[src/rtl/pos_add_seq.sv]
// -----------------------------------------------------------------------------
// pos_add_seq
// Sequencer for a shared one-hot (positional-encoded) base-8 digit adder.
// Two NDIG-digit one-hot operands are added one digit at a time through a
// single external adder; a carry into a digit is absorbed by an extra +1 pass
// through the same adder.
//
// Optional feature macro: OHCHK_EN (operand one-hot check, drives err).
//
// Ports
//   clk      in   1        clock, rising edge
//   rst_n    in   1        asynchronous active-low reset
//   start    in   1        request, sampled only in IDLE
//   op_a     in   NDIG*8   operand A, one-hot digit per byte, digit 0 = [7:0]
//   op_b     in   NDIG*8   operand B, same encoding
//   busy     out  1        high from cycle after acceptance through DONE
//   done     out  1        one-cycle pulse, result/cout valid
//   result   out  NDIG*8   one-hot sum digits, held until next operation
//   cout     out  1        carry out of digit NDIG-1
//   err      out  1        operand encoding error (OHCHK_EN only, else 0)
//   add_en   out  1        adder enable
//   add_a    out  9        adder operand 1 (bit 8 always 0)
//   add_b    out  9        adder operand 2 (bit 8 always 0)
//   add_res  in   17       adder output, combinational in the same cycle:
//                          [9-k] = sum digit k, [1] = no carry, [0] = carry
// -----------------------------------------------------------------------------
module pos_add_seq #(
   parameter int NDIG = 4
) (
   input  logic              clk,
   input  logic              rst_n,
   input  logic              start,
   input  logic [NDIG*8-1:0] op_a,
   input  logic [NDIG*8-1:0] op_b,
   output logic              busy,
   output logic              done,
   output logic [NDIG*8-1:0] result,
   output logic              cout,
   output logic              err,
   output logic              add_en,
   output logic [8:0]        add_a,
   output logic [8:0]        add_b,
   input  logic [16:0]       add_res
);

   localparam int IW = (NDIG > 1) ? $clog2(NDIG) : 1;

   typedef enum logic [1:0] {S_IDLE, S_ADD, S_INC, S_DONE} state_t;

   state_t              r_state;
   state_t              w_state_next;
   logic [NDIG*8-1:0]   r_a;
   logic [NDIG*8-1:0]   r_b;
   logic [NDIG*8-1:0]   r_result;
   logic [IW-1:0]       r_i;
   logic                r_c;     // carry into the current digit
   logic                r_c1;    // carry produced by the ADD pass of this digit
   logic                r_cout;
   logic [7:0]          w_sum_digit;
   logic                w_carry;
   logic                w_last;
   logic                w_bad;
   logic [7:0]          w_a_dig;
   logic [7:0]          w_b_dig;
   logic [7:0]          w_res_dig;
   logic                w_unused_bits;

   // The adder presents its sum digits bit-reversed in [9:2].
   generate
      for (genvar gi = 0; gi < 8; gi++) begin : g_sum
         assign w_sum_digit[gi] = add_res[9-gi];
      end
   endgenerate

   assign w_carry       = add_res[0];
   assign w_unused_bits = ^{add_res[16:10], add_res[1]};
   assign w_last        = (r_i == IW'(NDIG-1));
   assign w_a_dig       = r_a[r_i*8 +: 8];
   assign w_b_dig       = r_b[r_i*8 +: 8];
   assign w_res_dig     = r_result[r_i*8 +: 8];

`ifdef OHCHK_EN
   logic r_bad;   // latched encoding error of the accepted operands
   logic r_err;
   logic w_ops_ok;

   always_comb begin
      w_ops_ok = 1'b1;
      for (int k = 0; k < NDIG; k++) begin
         if (op_a[k*8 +: 8] == 8'd0 || (op_a[k*8 +: 8] & (op_a[k*8 +: 8] - 8'd1)) != 8'd0)
            w_ops_ok = 1'b0;
         if (op_b[k*8 +: 8] == 8'd0 || (op_b[k*8 +: 8] & (op_b[k*8 +: 8] - 8'd1)) != 8'd0)
            w_ops_ok = 1'b0;
      end
   end

   assign w_bad = r_bad;
   assign err   = r_err;
`else
   assign w_bad = 1'b0;
   assign err   = 1'b0;
`endif

   // State register
   always_ff @(posedge clk or negedge rst_n) begin
      if (!rst_n) r_state <= S_IDLE;
      else        r_state <= w_state_next;
   end

   // Next-state logic
   always_comb begin
      w_state_next = r_state;
      case (r_state)
         S_IDLE: if (start) w_state_next = S_ADD;
         S_ADD: begin
            // A flagged operand pair skips the adder entirely.
            if (w_bad)       w_state_next = S_DONE;
            else if (r_c)    w_state_next = S_INC;
            else if (w_last) w_state_next = S_DONE;
         end
         S_INC:   w_state_next = w_last ? S_DONE : S_ADD;
         S_DONE:  w_state_next = S_IDLE;
         default: w_state_next = S_IDLE;
      endcase
   end

   // Output logic
   always_comb begin
      busy   = (r_state != S_IDLE);
      done   = (r_state == S_DONE);
      add_en = 1'b0;
      add_a  = 9'd0;
      add_b  = 9'd0;
      case (r_state)
         S_ADD: begin
            add_en = ~w_bad;
            add_a  = {1'b0, w_a_dig};
            add_b  = {1'b0, w_b_dig};
         end
         S_INC: begin
            add_en = 1'b1;
            add_a  = {1'b0, w_res_dig};
            add_b  = 9'b0_0000_0010;
         end
         default: ;
      endcase
   end

   // Datapath
   always_ff @(posedge clk or negedge rst_n) begin
      if (!rst_n) begin
         r_a      <= '0;
         r_b      <= '0;
         r_result <= '0;
         r_i      <= '0;
         r_c      <= 1'b0;
         r_c1     <= 1'b0;
         r_cout   <= 1'b0;
`ifdef OHCHK_EN
         r_bad    <= 1'b0;
         r_err    <= 1'b0;
`endif
      end else begin
         case (r_state)
            S_IDLE: if (start) begin
               r_a  <= op_a;
               r_b  <= op_b;
               r_i  <= '0;
               r_c  <= 1'b0;
               r_c1 <= 1'b0;
`ifdef OHCHK_EN
               r_bad <= ~w_ops_ok;
               r_err <= 1'b0;
`endif
            end
            S_ADD: if (!w_bad) begin
               r_result[r_i*8 +: 8] <= w_sum_digit;
               r_c1                 <= w_carry;
               // With a pending carry-in the digit index holds for the INC pass.
               if (!r_c) begin
                  r_c <= w_carry;
                  if (w_last) r_cout <= w_carry;
                  else        r_i    <= r_i + 1'b1;
               end
            end else begin
`ifdef OHCHK_EN
               r_err <= 1'b1;
`endif
            end
            S_INC: begin
               r_result[r_i*8 +: 8] <= w_sum_digit;
               // The two passes can never both carry, so OR is the true carry.
               r_c <= r_c1 | w_carry;
               if (w_last) r_cout <= r_c1 | w_carry;
               else        r_i    <= r_i + 1'b1;
            end
            default: ;
         endcase
      end
   end

   assign result = r_result;
   assign cout   = r_cout;

endmodule

[config.mk]
export PLATFORM = sky130hd
export DESIGN_NAME = pos_add_seq
export DESIGN_NICKNAME = d
export VERILOG_FILES = /design/src/rtl/pos_add_seq.sv
export SDC_FILE = /design/constraint.sdc
export NUM_CORES = 1
export LEC_CHECK = 0
export CAP_MARGIN = 20
export CORE_MARGIN = 2
export CORE_UTILIZATION = 28
export DETAILED_ROUTE_END_ITERATION = 7
export PLACE_DENSITY = 0.6
export SKIP_CTS_REPAIR_TIMING = 1
export SYNTH_ARGS = -nofsm -noshare
export SYNTH_HDL_FRONTEND = slang
export SYNTH_SLANG_ARGS = --single-unit
[constraint.sdc]
create_clock -name clk -period 2.8 [get_ports clk]
set_input_delay 0.56 -clock clk [delete_from_list [all_inputs] [get_ports clk]]
set_output_delay 0.56 -clock clk [all_outputs]
set_load 0.03 [all_outputs]
-- Word level (Yosys, flattened, before mapping)
Cells that the tools add are included.
- output and inout bits: 55
- word-level logic and storage cells: 58
- register bits after elaboration: 103
- add/sub/neg operators: 2
- bitwise logic cells: 1
- reductions and logical operators: 12
- shift operators: 5
- equal/unequal tests: 9
- multiplexer cells: 21
- operators by type and width (cell ; number):
    32-bit by 6-bit indexed part select with 8-bit output ; 3
    5-bit negation with 34-bit output ; 1
    8-bit by 34-bit variable shift with 32-bit output (first input constant) ; 1
    8-bit by 34-bit indexed part select with 32-bit output ; 1
    32-bit bitwise mux ; 1
    8-bit case mux with 2 select lines ; 2
    2-bit 2-to-1 mux ; 7
    2-bit != test (second input constant) ; 4
    2-bit case mux with 4 select lines ; 1
    2-bit AND reduction ; 4
    2-bit equality test (second input constant) ; 3
    1-bit 2-to-1 mux ; 6
    2-bit case mux with 3 select lines ; 1
    2-bit nonzero test ; 3
    1-bit case mux with 2 select lines ; 2
    4-bit AND reduction ; 1
    3-bit != test (second input constant) ; 1
    1-bit case mux with 3 select lines ; 1
    3-bit AND reduction ; 1
    3-bit nonzero test ; 1
    2-bit by 1-bit adder with 2-bit output (second input constant) ; 1
    2-bit by 1-bit equality test with 1-bit output (second input constant) ; 1
    2-bit zero test ; 1
    2-bit OR reduction ; 1
    1-bit bitwise OR ; 1

-- Depth between registers and ports, before layout
- depth in word-level cells: 4
- gate-level depth with buffers: 7
- mapped depth without buffers: 5

-- Least setup slack after synthesis
OpenSTA, ideal clock, no wires.
- path kind: register to output
- start point: register r_state[1]
- end point: output port add_b[1]
- path slack: 0.380 ns
- data required time: 2.240 ns
- path buffers: 2
- cell stages (with the launch flop): 6
- arrival time: 1.860 ns
- cell sequence: dfrtp_1 > inv_1 > ha_1 > buf_2 > clkbuf_1 > nor2b_1
- longest elaborated chain between the ends: 2
- elaborated cells between the ends (all ways): 3
- classes of those cells: 2 x eq/ne; 1 x mux
- RTL lines (element ; RTL line ; text):
    start, declared ; 50 ; state_t r_state;
    start signal, assigned ; 107 ; else r_state <= w_state_next;
    2-bit equality test / 2-bit by 1-bit equality test with 1-bit output (equally long branches) ; 134 ; case (r_state)
    8-bit case mux with 2 select lines * ; 134 ;
    end, declared ; 42 ; output logic [8:0] add_b,
Every way passes the cells marked *; elsewhere a longest branch is shown, timed or not.

-- Final worst setup path
- start point: register r_state[0]
- end point: output port add_a[6]
- longest elaborated chain between the ends: 2
- elaborated cells between the ends (all ways): 3
- classes of those cells: 2 x eq/ne; 1 x mux
- RTL lines (element ; RTL line ; text):
    2-bit equality test / 2-bit by 1-bit equality test with 1-bit output (equally long branches) ; 134 ;
    8-bit case mux with 2 select lines * ; 134 ;
    end, declared ; 41 ; output logic [8:0] add_a,
Marks and branches as above.

==> metrics.txt <==
outcome finished clean; Final Setup Violations 0; Final Skew 0.00539 ns; Buffers on Ports 127; HP Class input pin to asynchronous set/reset pin; CP startpoint kind flop; post-route cell area 6740 sq um; Yosys reg bits 103; area of the core 17,100 sq um; Post-Synthesis Cell Area 4840 sq um; Post-Route Setup TNS 0 ns; FF-to-FF Start r_state[1]$_DFFE_PN0P_; vias in the first global route 3,527; Worst setup EP type primary output; CP Max Fanout 17; via density per instance 4.82; wire per inst 19.1 um; Starting Density 28.3%; initial DRC count 158; global-route usage over all layers 14.3%; CP Class flop to primary output; Post-Route WL 13.0 mm; drt drc 0; Clk pin slew, worst setup/hold paths 0.07 ns; die area 18,400 sq um; Clock Tree Root clkbuf_16; Data required, critical path 2.24 ns; half-perimeter wire length after placement 9.51 mm; placed cell area 6380 sq um; cts bufs inserted 9; pre-CTS setup slack 0.195 ns; Synth warnings 0; row cnt 48; Post-DRT Antenna Nets 0; max-cap viol count 0; syn avg cell area 15.0 sq um; Slew Limit Headroom 57.6%; minimum clock period 2.71 ns; share of cells above drive strength 1 23.6%; hold slack 0.227 ns; post-synthesis sequential area ratio 53.2%; Register-to-Register Path Depth 6; Netlist cell types 36; initial antenna violation count 0; CTS tree done; Pwr Density 1270 nW/um^2; n_diodes 0; Area growth syn-to-layout 39.1%; CTS HTree Levels 3; largest net degree at the start of global routing 49; TritonRoute pass-1 iters 4; R2R Setup Slk 0.52 ns; # fillers 1,605; Fmax 369 MHz; GRT Residual Overflow 0; Clock Path Buffers 2; Multi-input gate area 2130 sq um; register area 2580 sq um; Pwr Total 8.59 mW; arrival time worst endpoint 2.15 ns; Leakage 2.96 nW; Post-Route Utilization 39.4%; max-slew violations 0; worst vdd ir 0.475 mV; Final GP Congestion 0.753; RSZ-0062 raised after global routing yes; die height 136 um; Hold Vio Cnt, Final 0; Synth Instances 322; nets 544; Clk Latency, worst-skew pair 0.35 ns; fin crit share 96.9%; IO Pins 139; R2R Path End result[3]$_DFFE_PN0P_; Slew @ Worst Pin 0.637 ns; via count 3,265; first-pass GRT wire length 19.9 mm; clock sink total 103; Cells after DPL 663; Setup WS post-layout 0.0866 ns; DIE WIDTH 136 um; Layout Cells excl Fill 678
cell type report:
class                      instances  share of cell area (%)
sequential                       103                    38.3
multi-input combinational        191                    31.7
timing repair buffer             137                    21.2
tap                              225                    4.18
clock buffer                      12                    3.66
clock inverter                     3                   0.650
inverter                           7                   0.390
layout by cell type (no fill, tap or decap), drive strengths merged:
cell type	n
nor4b	1
o32a	1
a21oi	4
nor3b	2
conb	3
and3	7
nor3	1
a211oi	1
dlymetal6s2s	8
mux2	64
mux4	24
a2bb2oi	1
nand4b	1
nand2	11
ha	11
clkinv	2
dfrtp	103
nand2b	1
a32o	1
o21a	1
bufinv	1
buf	19
a31oi	1
clkdlybuf4s50	110
clkbuf	12
nor2b	3
o21ai	3
and4	3
inv	7
and2	1
mux2i	3
a22o	40
o22ai	1
a221oi	1
how the worst max path moves through the flow:
stage                                       from  endpoint  slack [ns]  cells past startpoint
after floorplan           r_state[1]$_DFFE_PN0P_  add_b[1]        0.38                      5
after global placement    r_state[1]$_DFFE_PN0P_  add_b[0]        0.19                      4
after detailed placement  r_state[0]$_DFFE_PN0P_  add_b[0]        0.19                      4
after CTS                 r_state[1]$_DFFE_PN0P_  add_b[0]       -0.18                      4
after global routing          r_i[0]$_DFFE_PN0P_  add_a[7]      -0.006                      4
final                     r_state[0]$_DFFE_PN0P_  add_a[6]        0.09                      6
per-layer routing:
metal	routed length (um)	track usage [%]	up-vias	part of all wire (%)
met4	184	4.63	0	1.4
met3	617	3.78	13	4.8
met1	5860	18.6	1695	45
met5	0	0	-	0
met2	6290	23.5	79	49
li1	-	-	1478	-
critical path: stages, from the launching register on:
cell and delay, ns:
dfrtp_1 0.44, inv_1 0.21, ha_4 0.21, buf_12 0.18, mux4_2 0.34, a22o_1 0.27
buf_12 0.15
power by group:
part / internal [mW] / leakage [nW] / switching, mW / total [mW]
logic: 2.34 / 1.54 / 2.30 / 4.64
clock network: 0.713 / 0.143 / 0.529 / 1.24
registers: 2.22 / 1.28 / 0.491 / 2.71
cells by family (layout without fill, tap and decap cells):
kind of cell	Yosys count	in the layout	share of synthesized area (%)
other	1	3	0.0774
buffers and inverters	30	159	3.51
muxes	91	91	27.0
DFF	103	103	53.2
adders and majority gates	11	11	2.84
AOI/OAI and AO/OA	55	55	9.30
and+or+nand+nor	31	31	4.03
Yosys cell counts:
master | instances | area, sq um
a211oi_1 | 1 | 7.51
a21oi_1 | 4 | 20.0
a221oi_1 | 1 | 8.76
a22o_1 | 40 | 350
a2bb2oi_1 | 1 | 8.76
a31oi_1 | 1 | 6.26
a32o_1 | 1 | 10.0
and2_1 | 1 | 6.26
and3_1 | 7 | 43.8
and4_1 | 3 | 26.3
buf_1 | 2 | 7.51
buf_12 | 1 | 20.0
buf_2 | 12 | 60.1
buf_4 | 3 | 22.5
buf_6 | 2 | 22.5
clkbuf_1 | 3 | 11.3
conb_1 | 1 | 3.75
dfrtp_1 | 103 | 2580
ha_1 | 11 | 138
inv_1 | 7 | 26.3
mux2_1 | 14 | 158
mux2_2 | 50 | 563
mux2i_1 | 3 | 30.0
mux4_1 | 5 | 131
mux4_2 | 19 | 428
nand2_1 | 11 | 41.3
nand2b_1 | 1 | 6.26
nand4b_1 | 1 | 8.76
nor2b_1 | 3 | 18.8
nor3_1 | 1 | 5.00
nor3b_1 | 2 | 15.0
nor4b_4 | 1 | 23.8
o21a_1 | 1 | 7.51
o21ai_0 | 3 | 15.0
o22ai_1 | 1 | 6.26
o32a_1 | 1 | 10.0
state kept, by name, indices dropped and copies added (netlist names):
register	cells
r_i	2
r_a	32
r_c1	1
r_state	2
result	32
r_c	1
r_b	32
cout	1
Power figures use the tool's default switching activity.
